[config.mk]
export PLATFORM = sky130hd
export DESIGN_NAME = instruction_fetch
export DESIGN_NICKNAME = d
export VERILOG_FILES = /design/src/rtl/instruction_fetch.sv
export SDC_FILE = /design/constraint.sdc
export NUM_CORES = 1
export LEC_CHECK = 0
export ABC_AREA = 0
export BUFFER_PORTS_ARGS = -buffer_cell sky130_fd_sc_hd__buf_2
export CAP_MARGIN = 20
export CORE_AREA = 2 2 103 105
export CTS_BUF_LIST = sky130_fd_sc_hd__clkbuf_16
export CTS_CLUSTER_SIZE = 14
export DETAILED_ROUTE_END_ITERATION = 8
export DIE_AREA = 0 0 105 107
export PLACE_DENSITY = 0.84
export SLEW_MARGIN = 20
export SYNTH_ARGS = -nofsm -noshare
export SYNTH_HDL_FRONTEND = slang
export SYNTH_SLANG_ARGS = --single-unit
[constraint.sdc]
create_clock -name clk -period 2.55 [get_ports clk]
set_clock_uncertainty 0.15 [all_clocks]
set_input_delay 0 -clock clk [delete_from_list [all_inputs] [get_ports clk]]
set_output_delay 0 -clock clk [all_outputs]
set_load 0.01 [all_outputs]
[src/rtl/instruction_fetch.sv]
// instruction_fetch: front-end stage of the MIPS core.
//
// Holds the PC, fetches one word at a time from instruction memory over a
// request/grant/response handshake, and hands each instruction with its PC
// to decode over a valid/ready handshake. A redirect from execute reloads the
// PC; a response already owed by memory for the old path is squashed.
//
// Ports:
//   clk, rst                 core clock, synchronous active-high reset
//   imem_req/imem_addr       fetch request and its address (= pc)
//   imem_gnt                 memory accepted the request this cycle
//   imem_rvalid/imem_rdata   one response per granted request
//   if_valid/if_ready        instruction handshake towards decode
//   if_instr/if_pc           registered instruction and its PC
//   if_pc_plus4              if_pc + 4 (wraps)
//   ins_opCode               if_instr[31:26] for the main control decoder
//   redirect/redirect_pc     new fetch target from execute
//   if_fault                 only with IF_ALIGN_FAULT_EN: misaligned redirect seen
//
// Build option IF_ALIGN_FAULT_EN: a misaligned redirect target raises if_fault
// and parks the stage in a non-fetching state until an aligned redirect.
// Without it the low two target bits are forced to zero.

module instruction_fetch #(
  parameter int unsigned       ADDR_W   = 32,
  parameter logic [ADDR_W-1:0] RESET_PC = '0
) (
  input  logic              clk,
  input  logic              rst,
  output logic              imem_req,
  output logic [ADDR_W-1:0] imem_addr,
  input  logic              imem_gnt,
  input  logic              imem_rvalid,
  input  logic [31:0]       imem_rdata,
  output logic              if_valid,
  input  logic              if_ready,
  output logic [31:0]       if_instr,
  output logic [ADDR_W-1:0] if_pc,
  output logic [ADDR_W-1:0] if_pc_plus4,
  output logic [5:0]        ins_opCode,
  input  logic              redirect,
  input  logic [ADDR_W-1:0] redirect_pc
`ifdef IF_ALIGN_FAULT_EN
  ,
  output logic              if_fault
`endif
);

  typedef enum logic [1:0] {
    StFetch,
    StWait,
    StHold
`ifdef IF_ALIGN_FAULT_EN
    ,
    StFault
`endif
  } ifStateT;

  ifStateT           stateQ, stateD;
  logic [ADDR_W-1:0] pcQ, pcD;
  logic              dropQ, dropD;
  logic              validQ, validD;
  logic [31:0]       instrQ, instrD;
  logic [ADDR_W-1:0] ifPcQ, ifPcD;
`ifdef IF_ALIGN_FAULT_EN
  logic              faultQ, faultD;
  logic              misaligned;
`endif

  logic [ADDR_W-1:0] redirTarget;
  logic              stillPending;

  assign redirTarget = redirect_pc & ~ADDR_W'(3);
`ifdef IF_ALIGN_FAULT_EN
  assign misaligned  = (redirect_pc[1:0] != 2'b00);
`endif

  // A granted request whose response has not arrived by the end of this cycle.
  // A redirect must keep waiting for it (and drop it) so that memory never sees
  // a second outstanding request.
  always_comb begin
    stillPending = ((stateQ == StFetch) && imem_gnt) ||
                   ((stateQ == StWait) && !imem_rvalid);
`ifdef IF_ALIGN_FAULT_EN
    if ((stateQ == StFault) && dropQ && !imem_rvalid) begin
      stillPending = 1'b1;
    end
`endif
  end

  // State register.
  always_ff @(posedge clk) begin
    if (rst) begin
      stateQ <= StFetch;
      pcQ    <= RESET_PC;
      dropQ  <= 1'b0;
      validQ <= 1'b0;
      instrQ <= '0;
      ifPcQ  <= RESET_PC;
`ifdef IF_ALIGN_FAULT_EN
      faultQ <= 1'b0;
`endif
    end else begin
      stateQ <= stateD;
      pcQ    <= pcD;
      dropQ  <= dropD;
      validQ <= validD;
      instrQ <= instrD;
      ifPcQ  <= ifPcD;
`ifdef IF_ALIGN_FAULT_EN
      faultQ <= faultD;
`endif
    end
  end

  // Next-state logic.
  always_comb begin
    stateD = stateQ;
    pcD    = pcQ;
    dropD  = dropQ;
    validD = validQ;
    instrD = instrQ;
    ifPcD  = ifPcQ;
`ifdef IF_ALIGN_FAULT_EN
    faultD = faultQ;
`endif

    if (redirect) begin
      // Overrides increment in every state; a transfer in HOLD this cycle still
      // completes on the decode side, only the PC source changes.
      validD = 1'b0;
      pcD    = redirTarget;
      dropD  = stillPending;
      stateD = stillPending ? StWait : StFetch;
`ifdef IF_ALIGN_FAULT_EN
      faultD = 1'b0;
      if (misaligned) begin
        pcD    = redirect_pc;
        faultD = 1'b1;
        stateD = StFault;
      end
`endif
    end else begin
      case (stateQ)
        StFetch: begin
          if (imem_gnt) begin
            stateD = StWait;
          end
        end
        StWait: begin
          if (imem_rvalid) begin
            if (dropQ) begin
              dropD  = 1'b0;
              stateD = StFetch;
            end else begin
              instrD = imem_rdata;
              ifPcD  = pcQ;
              validD = 1'b1;
              stateD = StHold;
            end
          end
        end
        StHold: begin
          if (if_ready) begin
            pcD    = pcQ + ADDR_W'(3'd4);
            validD = 1'b0;
            stateD = StFetch;
          end
        end
`ifdef IF_ALIGN_FAULT_EN
        StFault: begin
          if (imem_rvalid) begin
            dropD = 1'b0;
          end
        end
`endif
        default: stateD = StFetch;
      endcase
    end
  end

  // Outputs.
  always_comb begin
    imem_req    = (stateQ == StFetch) && !rst;
    imem_addr   = pcQ;
    if_valid    = validQ;
    if_instr    = instrQ;
    if_pc       = ifPcQ;
    if_pc_plus4 = ifPcQ + ADDR_W'(3'd4);
    ins_opCode  = instrQ[31:26];
`ifdef IF_ALIGN_FAULT_EN
    if_fault    = faultQ;
`endif
  end

endmodule

==> out/qor.txt, run 1 <==
placed cell count: 922
wire length of the first global-routing pass: 24200 um
Cell Pwr Density: 476 mW/mm^2
CTS tree: built
most common cell after layout, fill and taps aside: buf_2
Final Util: 68.2%
clk sink count: 96
Initial Util: 47.2%
sw frac: 25.7%
Setup WS post-layout: 0.206 ns
RSZ-0062 raised after global routing: false
Yosys reg bits: 96
Synth area leaders: dfxtp_1, nand2_1, a21oi_1
Die Y: 107 um
Pint: 2.43 mW
CP endpoint kind: flip-flop
DR pass1 iterations: 5
Hold Path Class: input pin to flip-flop
Tmin final: 2.34 ns
ANT nets after route: 0
Seq/Total Area, Yosys: 40.3%
Die X-Extent: 105 um
final WL: 14900 um
Post-Syn Area: 0.00477 sq mm
final setup violation count: 0
Max Fanout on Critical Path: 23
Starting DRT DRC Count: 273
fin. max-slew vios: 0
WP data arrival: 2.48 ns
fraction of layout cells with a size suffix above 1: 27.3%
die area: 0.0112 sq mm
outcome: completed
Cell variety after synth: 52
total power: 3.28 mW
NumNets Final: 947
combinational share of power: 14.2%
CTS H-tree depth: 3
Post-Synthesis Cells: 619
maximum root-to-sink buffer count: 2
ys flop type: dfxtp_1
design area: 0.00688 sq mm
via count: 5402
Seq pwr share: 49.6%
CP required: 2.68 ns
Syn-to-layout area delta: 44.4%
FILL cells: 848
Final TNS setup: 0 ns
Synth area leader: dfxtp_1
diode count: 0
VDD IR-drop max: 0.278 mV
hpwl dp: 9840 um
placeable core area: 0.0101 sq mm
Avg Cell Area, Syn: 7.70 sq um
vias in the first global route: 5122
routed len/inst: 14.7 um
worst path cell trace: buf_4 -> and3b_1 -> and2_2 -> buf_12 -> nand2_1 -> a21oi_1 -> dlygate4sd3_1
share of the synthesized area in the top cell type: 40.3%
most frequent cells in the layout: buf_2, nand2_1, dfxtp_1
DRC: 0
maximum clock frequency: 0.427 GHz
total grt overflow: 0
worst skew pair latency: 0.34 ns
gr usage total: 26.2%
Layout Cells excl Fill: 1016
Clock Tree Root: clkbuf_16
final period utilization: 91.9%
initial antenna violation count: 0
Clock transition at path regs: 0.06 ns
multi-input logic area: 0.00255 sq mm
Max Cap Viol: 0
Critical-path top delay cell: dlygate4sd3_1
WHS: 0.298 ns
EDFF count, synth: 0
Num CTS Buffers: 9
static leakage: 3.02 nW
total number of yosys warnings: 0
PortBufs: 197
async set-reset flop share out of synthesis: 0%
dpl cell area: 0.00584 sq mm
clock share of power: 36.1%
row cnt: 37
CP Launch Type: flip-flop
register area: 0.00192 sq mm
Final Hold Fails: 0
max incr delay on CP: 0.55 ns
Avg Vias per Cell: 5.32
num ports: 206
Worst Path Class, Setup: flip-flop to flip-flop
Placer Congestion: 0.898
Place WS: 0.275 ns
largest net degree at the start of global routing: 50
sw power: 0.844 mW
cts repair resizes: 0
[timing repair]
item                                   CTS  global route
endpoints found under the hold margin   67             0
buffers inserted                         0             0
hold buffers                            78             0
[metal layers]
layer  share of wire (%)  global-route usage, %
met3                 7.9                   4.98
met4                 2.5                   10.8
met2                  48                   45.9
met1                  41                   31.5
met5                   0                      0
[final cells by class]
cell class,count,area share (%)
repair buffers,293,27.9
multi-input cells,459,37.1
clock buffers,9,3.27
well taps,136,2.47
clock inverters,7,0.473
flip-flops and latches,96,27.9
inverters,16,0.873
[critical path: cells and delay by family, from the launching register on]
| kind | cells | cell delay (ns) |
|---|---|---|
| AOI/OAI and AO/OA | 1 | 0.11 |
| and+or+nand+nor | 3 | 0.79 |
| buffers and inverters | 3 | 0.93 |
| DFF | 1 | 0.31 |
[power groups by stage]
| stage | registers (mW) | logic (mW) | clock network [mW] |
|---|---|---|---|
| 6_report | 1.63 | 0.466 | 1.18 |
| 5_1_grt | 1.64 | 0.507 | 1.27 |
| 4_1_cts | 1.62 | 0.457 | 1.21 |
| 3_5_place_dp | 1.66 | 0.360 | 0 |
| 3_3_place_gp | 1.65 | 0.358 | 0 |
| 2_1_floorplan | 1.67 | 0.177 | 0 |
[path summary, 6_finish.rpt]
check / from / to / slack, ns / cells past startpoint
setup / recovery: stateQ[1] / if_instr[28] / 0.21 / 7
hold / removal: imem_rdata[0] / if_instr[0] / 0.30 / 4
setup reg to reg: stateQ[1] / if_instr[28] / 0.21 / 7
hold reg to reg: if_instr[11] / if_instr[11] / 0.30 / 2
[kinds of logic (layout without fill, tap and decap cells)]
logic type	after synthesis	count (layout)	synth area share, %
AO/OA/AOI/OAI	120	120	15.9
multiplexers	1	1	0.210
other	1	6	0.0787
buffers and inverters	69	325	6.54
XOR/XNOR	36	36	6.62
adder cells (fa/ha/maj)	2	2	0.525
AND/OR/NAND/NOR	294	294	29.8
flip-flops	96	96	40.3
[flip-flops by register name, summed over array words and instances (netlist names)]
name and count:
imem_addr 30, if_valid 1, if_instr 32, stateQ 2, if_pc 30, dropQ 1
[cells in the mapped netlist, types with 2 or more instances]
master	number
nand2_1	147
dfxtp_1	96
a21oi_1	69
clkbuf_1	34
nor2_1	34
nand3_1	22
xnor2_1	21
nand4_1	17
a311oi_1	16
inv_1	15
xor2_1	15
buf_4	13
and3_1	11
nor3_1	10
a211oi_1	9
nor4_1	9
a2111oi_0	8
and4_1	6
o21ai_0	5
or4_1	5
and2_1	4
nor2b_1	4
or2_2	4
or3_1	4
buf_1	3
nor4b_1	3
o21bai_1	3
o31ai_1	3
and3b_1	2
buf_2	2
ha_1	2
nor4_2	2
nor4bb_1	2
Note: power is estimated with default switching activity, not from simulation.
==> run 2: changes to the inputs <==
--- a/config.mk
+++ b/config.mk
@@ -8,12 +8,12 @@
 export ABC_AREA = 0
 export BUFFER_PORTS_ARGS = -buffer_cell sky130_fd_sc_hd__buf_2
 export CAP_MARGIN = 20
-export CORE_AREA = 2 2 103 105
+export CORE_AREA = 2 2 113 115
 export CTS_BUF_LIST = sky130_fd_sc_hd__clkbuf_16
 export CTS_CLUSTER_SIZE = 14
 export DETAILED_ROUTE_END_ITERATION = 8
-export DIE_AREA = 0 0 105 107
-export PLACE_DENSITY = 0.84
+export DIE_AREA = 0 0 115 117
+export PLACE_DENSITY = 0.73
 export SLEW_MARGIN = 20
 export SYNTH_ARGS = -nofsm -noshare
 export SYNTH_HDL_FRONTEND = slang
==> run 2 against run 1 <==
Net effect:
- die area up 20%
- cell count up 0.79%
- total power up 4.9%
- sequential power about the same
- first-iteration DRC count up 31%
- non-clock buffer count down 6
- core utilization down 12 points
- clock-buffer cell count unchanged
- routed wire length up 0.77%
- worst setup slack better by 0.044 ns
- global-route usage down 4.6 points
- combinational power about the same
- critical endpoint is now imem_addr[30]
==> out/qor.txt, run 2 (synthesized netlist as in run 1, its figures left out) <==
fraction of layout cells with a size suffix above 1: 28.4% (+1.1 points)
min-delay src: rst
Placer Congestion: 0.898 (unchanged)
Setup WS post-layout: 0.250 ns (+0.0445 ns)
placeable core area: 0.0123 sq mm (+22%)
PortBufs: 197 (unchanged)
Worst R2R Setup Slack: 0.25 ns (+0.04 ns)
DR pass1 iterations: 4 (-1)
Hold Path Class: input pin to flip-flop
Rel. slew slack: 59.1%
largest net degree at the start of global routing: 59 (+18%)
Clock transition at path regs: 0.07 ns (about the same)
static leakage: 3.00 nW (-0.81%)
Cells on Worst Hold Path: 2 (-2)
NumNets Final: 941 (-0.63%)
CTS H-tree depth: 3 (unchanged)
Final TNS setup: 0 ns (unchanged)
die area: 0.0135 sq mm (+20%)
final WL: 15000 um (+0.77%)
most frequent cells in the layout: buf_2, nand2_1, dfxtp_1
most common cell after layout, fill and taps aside: buf_2
maximum root-to-sink buffer count: 2 (unchanged)
R2R depth: 5 (-2)
Place WS: 0.266 ns (-0.00923 ns)
r2r startpoint: imem_addr[2]
ANT nets after route: 0 (unchanged)
final setup violation count: 0 (unchanged)
initial antenna violation count: 0 (unchanged)
RSZ-0062 raised after global routing: false
VDD IR-drop max: 0.392 mV (+41%)
routed len/inst: 14.7 um (about the same)
number of post-CTS setup repair buffers: 0 (unchanged)
DRC: 0 (unchanged)
Max Cap Viol: 0 (unchanged)
Avg Vias per Cell: 5.11 (-3.9%)
gr usage total: 21.6% (-4.6 points)
Final Hold Fails: 0 (unchanged)
Worst R2R End: imem_addr[30]
Die X-Extent: 115 um (+9.5%)
Cell Pwr Density: 501 mW/mm^2 (+5.1%)
hpwl dp: 10100 um (+2.2%)
CP required: 2.65 ns (-0.03 ns)
CP Launch Type: flip-flop
diode count: 0 (unchanged)
WHS: 0.0202 ns (-0.278 ns)
Initial Util: 38.7% (-8.5 points)
Num CTS Buffers: 9 (unchanged)
num ports: 206 (unchanged)
outcome: completed
Worst Path Class, Setup: flip-flop to flip-flop
via count: 5232 (-3.1%)
Clock Tree Root: clkbuf_16
wire length of the first global-routing pass: 23400 um (-3.5%)
cts repair resizes: 0 (unchanged)
CP endpoint kind: flip-flop
final period utilization: 90.2% (-1.7 points)
vias in the first global route: 4704 (-8.2%)
Die Y: 117 um (+9.3%)
WP data arrival: 2.40 ns (-0.08 ns)
Starting DRT DRC Count: 357 (+31%)
Worst Tran Pin Value: 0.613 ns
row cnt: 41 (+11%)
Hold EP: if_instr[0]
Hold-fix buffers, CTS: 67 (-14%)
CTS tree: built
worst skew pair latency: 0.34 ns (about the same)
Tmin final: 2.30 ns (-0.0445 ns)
clk sink count: 96 (unchanged)
max reg flops: 32 (unchanged)
fin. max-slew vios: 0 (unchanged)
maximum clock frequency: 0.435 GHz (+1.9%)
Syn-to-layout area delta: 44.1%
total grt overflow: 0 (unchanged)
Max Fanout on Critical Path: 14 (-39%)
-- run 2: cell count changes in the layout (fill, tap and decap cells not counted), sizes merged --
cell / before / now
bufinv: 0 / 1
buf: 215 / 220
inv: 18 / 17
dlygate4sd3: 78 / 67
-- run 2: worst max-delay path, cell delays in order, from the launching register on --
cell and delay [ns]:
dfxtp_1 0.44, ha_1 0.22, nand2_1 0.10, or4_4 0.53
or4_1 0.53, a311oi_1 0.24
-- run 2: worst max-delay path by stage --
stage                       from              end
detailed placement  imem_addr[6]    imem_addr[30]
global route           if_pc[12]  if_pc_plus4[31]
floorplan           imem_addr[5]    imem_addr[31]
global placement    imem_addr[6]    imem_addr[30]
finish              imem_addr[2]    imem_addr[30]
CTS                    if_pc[12]  if_pc_plus4[31]
-- run 2: metal layers --
layer	GRT usage (%)	vias up	routed length (um)
met1	28.1	2388	6670
met2	36.3	173	7170
met3	3.76	23	881
met5	0	-	0
li1	-	2648	-
met4	7.79	0	285
-- run 2: area by class of cell --
type / count / area [sq um]
inverter: 16 / 60.1
multi-input combinational: 459 / 2550
sequential: 96 / 1920
tap: 150 / 188
clock inverter: 7 / 72.6
timing repair buffer: 287 / 1840
clock buffer: 9 / 225
fill: 1159 / 5450
-- run 2: report_power, final --
group | internal, mW | switching, mW | total, mW
combinational | 0.228 | 0.236 | 0.465
clock | 0.762 | 0.591 | 1.35
sequential | 1.56 | 0.0643 | 1.62
-- run 2: stage by stage --
step / instances / instance area (sq um) / util [%] / power [mW]
finish: 1024 / 6870 / 55.8 / 3.44
global route: 1024 / 6870 / 55.8 / 3.58
CTS: 1024 / 6870 / 55.8 / 3.46
detailed placement: 941 / 5900 / 47.9 / 2.03
global placement: 941 / 5900 / 47.9 / 2.02
floorplan: 624 / 4780 / - / 1.85
==> run 3: changes to the inputs <==
--- a/config.mk
+++ b/config.mk
@@ -14,6 +14,7 @@
 export DETAILED_ROUTE_END_ITERATION = 8
 export DIE_AREA = 0 0 115 117
 export PLACE_DENSITY = 0.73
+export REMOVE_ABC_BUFFERS = 1
 export SLEW_MARGIN = 20
 export SYNTH_ARGS = -nofsm -noshare
 export SYNTH_HDL_FRONTEND = slang
==> constraint.sdc (replaced) <==
create_clock -name clk -period 2.5 [get_ports clk]
set_clock_uncertainty 0.15 [all_clocks]
set_input_delay 0 -clock clk [delete_from_list [all_inputs] [get_ports clk]]
set_output_delay 0 -clock clk [all_outputs]
set_load 0.01 [all_outputs]
==> run 3 against run 2 <==
Net effect:
- critical path depth is the same
- combinational power grew 2%
- via count grew 1.8%
- worst setup slack lost 0.13 ns
- clock-buffer cell count is the same
- die area is the same
- critical endpoint is now if_pc_plus4[23]
- highest routed layer unchanged
==> out/qor.txt, run 3 (synthesized netlist as in run 1, its figures left out) <==
outcome: completed
maximum clock frequency: 0.420 GHz
Max Cap Viol: 0 (unchanged)
CP top delay family: simple AND/OR/NAND/NOR gates
register area: 0.00192 sq mm (unchanged)
routed len/inst: 14.9 um (+1.9%)
Max Fanout on Critical Path: 9 (-5)
final setup violation count: 0 (unchanged)
Hold EP: if_instr[21]
Worst R2R End: imem_addr[30]
most common cell after layout, fill and taps aside: buf_2
r2r startpoint: imem_addr[8]
Worst R2R Setup Slack: 0.19 ns (-0.06 ns)
Syn-to-layout area delta: 45.5%
VDD IR-drop max: 0.372 mV (-5.1%)
sw power: 0.884 mW (-0.86%)
R2R depth: 4 (-1)
fin. max-slew vios: 0 (unchanged)
Place WS: 0.209 ns (-0.0566 ns)
number of post-CTS setup repair buffers: 0 (unchanged)
final WL: 15400 um (+2.5%)
Num CTS Buffers: 9 (unchanged)
wire length of the first global-routing pass: 22900 um (-2.1%)
WP data arrival: 2.23 ns (-0.17 ns)
sw frac: 25.5% (-0.46 points)
diode count: 0 (unchanged)
Tmin final: 2.38 ns
Pint: 2.59 mW (+1.6%)
final period utilization: 95.2%
Final TNS setup: 0 ns (unchanged)
Cell Pwr Density: 500 mW/mm^2 (about the same)
Die Y: 117 um (unchanged)
worst skew pair latency: 0.35 ns (about the same)
FILL cells: 1173 (+1.2%)
Setup WS post-layout: 0.120 ns (-0.130 ns)
grt met1 use: 26.4% (-1.7 points)
dpl cell area: 0.00590 sq mm (about the same)
row cnt: 41 (unchanged)
placeable core area: 0.0123 sq mm (unchanged)
Buf+Inv Stages, Crit Path: 1 (+1)
total grt overflow: 0 (unchanged)
CTS H-tree depth: 3 (unchanged)
clock share of power: 38.6% (-0.8 points)
RSZ-0062 raised after global routing: false
design area: 0.00693 sq mm (+0.98%)
Seq pwr share: 47.6% (+0.5 points)
multi-input logic area: 0.00256 sq mm (+0.29%)
Final Hold Fails: 0 (unchanged)
CTS tree: built
Clock transition at path regs: 0.07 ns (about the same)
Avg Vias per Cell: 5.17 (+1.2%)
Hold Path Class: input pin to flip-flop
Initial Util: 38.7% (unchanged)
met3 Use GR: 3.76% (unchanged)
met2 Usage GRT: 37.4% (+1.1 points)
NumNets Final: 947 (+0.64%)
num ports: 206 (unchanged)
Clock Tree Root: clkbuf_16
initial antenna violation count: 0 (unchanged)
ANT nets after route: 0 (unchanged)
clk sink count: 96 (unchanged)
hpwl dp: 10200 um (+1.9%)
Starting DRT DRC Count: 230 (-36%)
Die X-Extent: 115 um (unchanged)
min-delay src: imem_rdata[21]
CP required: 2.35 ns (-0.30 ns)
combinational share of power: 13.7% (+0.2 points)
Rel. slew slack: 60.8% (+1.6 points)
DR pass1 iterations: 4 (unchanged)
CP endpoint kind: output pin
Cells on Worst Hold Path: 4 (+2)
fraction of layout cells with a size suffix above 1: 27.7% (-0.65 points)
worst path cell trace: and3_1 -> nand3_1 -> nor4_1 -> xor2_1 -> buf_2
static leakage: 3.04 nW (+1.5%)
vias in the first global route: 4754 (+1.1%)
largest net degree at the start of global routing: 62 (+5.1%)
gr usage total: 21.6% (about the same)
die area: 0.0135 sq mm (unchanged)
DRC: 0 (unchanged)
via count: 5328 (+1.8%)
Worst Tran Pin Value: 0.589 ns (-0.0243 ns)
most frequent cells in the layout: buf_2, nand2_1, dfxtp_1
CP Launch Type: flip-flop
max incr delay on CP: 0.48 ns (-0.05 ns)
Critical-path top delay cell: nor4_1
busiest grt layer: met2
Worst Path Class, Setup: flip-flop to output pin
Placer Congestion: 0.836 (-6.9%)
max reg flops: 32 (unchanged)
PortBufs: 197 (unchanged)
maximum root-to-sink buffer count: 2 (unchanged)
## run 3: final cells by class
class	count	share of cell area, %
flip-flops and latches	96	27.7
well taps	150	2.71
clock buffers	9	3.25
inverters	16	0.866
repair buffers	293	27.7
multi-input cells	459	37.0
clock inverters	7	0.794
## run 3: worst reg2reg max path, cell delays in order, from the launching register on
cell and delay (ns):
dfxtp_1 0.43, nand4_2 0.19, or4_4 0.67, or4_1 0.53, a311oi_1 0.25
## run 3: worst max path at each step
stage                      end  depth (start not counted)    startpoint
5_1_grt        if_pc_plus4[25]                          5      if_pc[4]
3_5_place_dp     imem_addr[30]                          5  imem_addr[3]
4_1_cts        if_pc_plus4[23]                          5      if_pc[4]
6_report       if_pc_plus4[23]                          5      if_pc[4]
2_1_floorplan    imem_addr[30]                          4     stateQ[1]
3_3_place_gp     imem_addr[30]                          4  imem_addr[8]
## run 3: metrics by stage
stage                     utilization, %  hold WS, ns  total power, mW  std cells
final                               56.3        0.284             3.47       1030
after global routing                56.3        0.302             3.60       1030
after CTS                           56.3        0.271             3.50       1030
after detailed placement            47.9       0.0968             2.07        939
after global placement              47.9       0.0903             2.06        939
after floorplan                        -       -0.103             1.84        571
## run 3: power by group through the flow
stage                     clock network, mW  logic [mW]  registers [mW]
final                                  1.34       0.476            1.65
after global routing                   1.42       0.522            1.66
after CTS                              1.37       0.472            1.65
after detailed placement                  0       0.381            1.69
after global placement                    0       0.379            1.68
after floorplan                           0       0.135            1.71
## run 3: metal layers
layer,wire [um],up-vias
li1,-,2658
met1,6460,2435
met2,7560,211
met3,985,24
met4,368,0
met5,0,-
## run 3: repair_timing
action | 4_1_cts | 5_1_grt
endpoints found under the hold margin | 70 | 0
hold buffers | 75 | 0
setup endpoints to repair | 0 | 6
resized for setup | 0 | 2
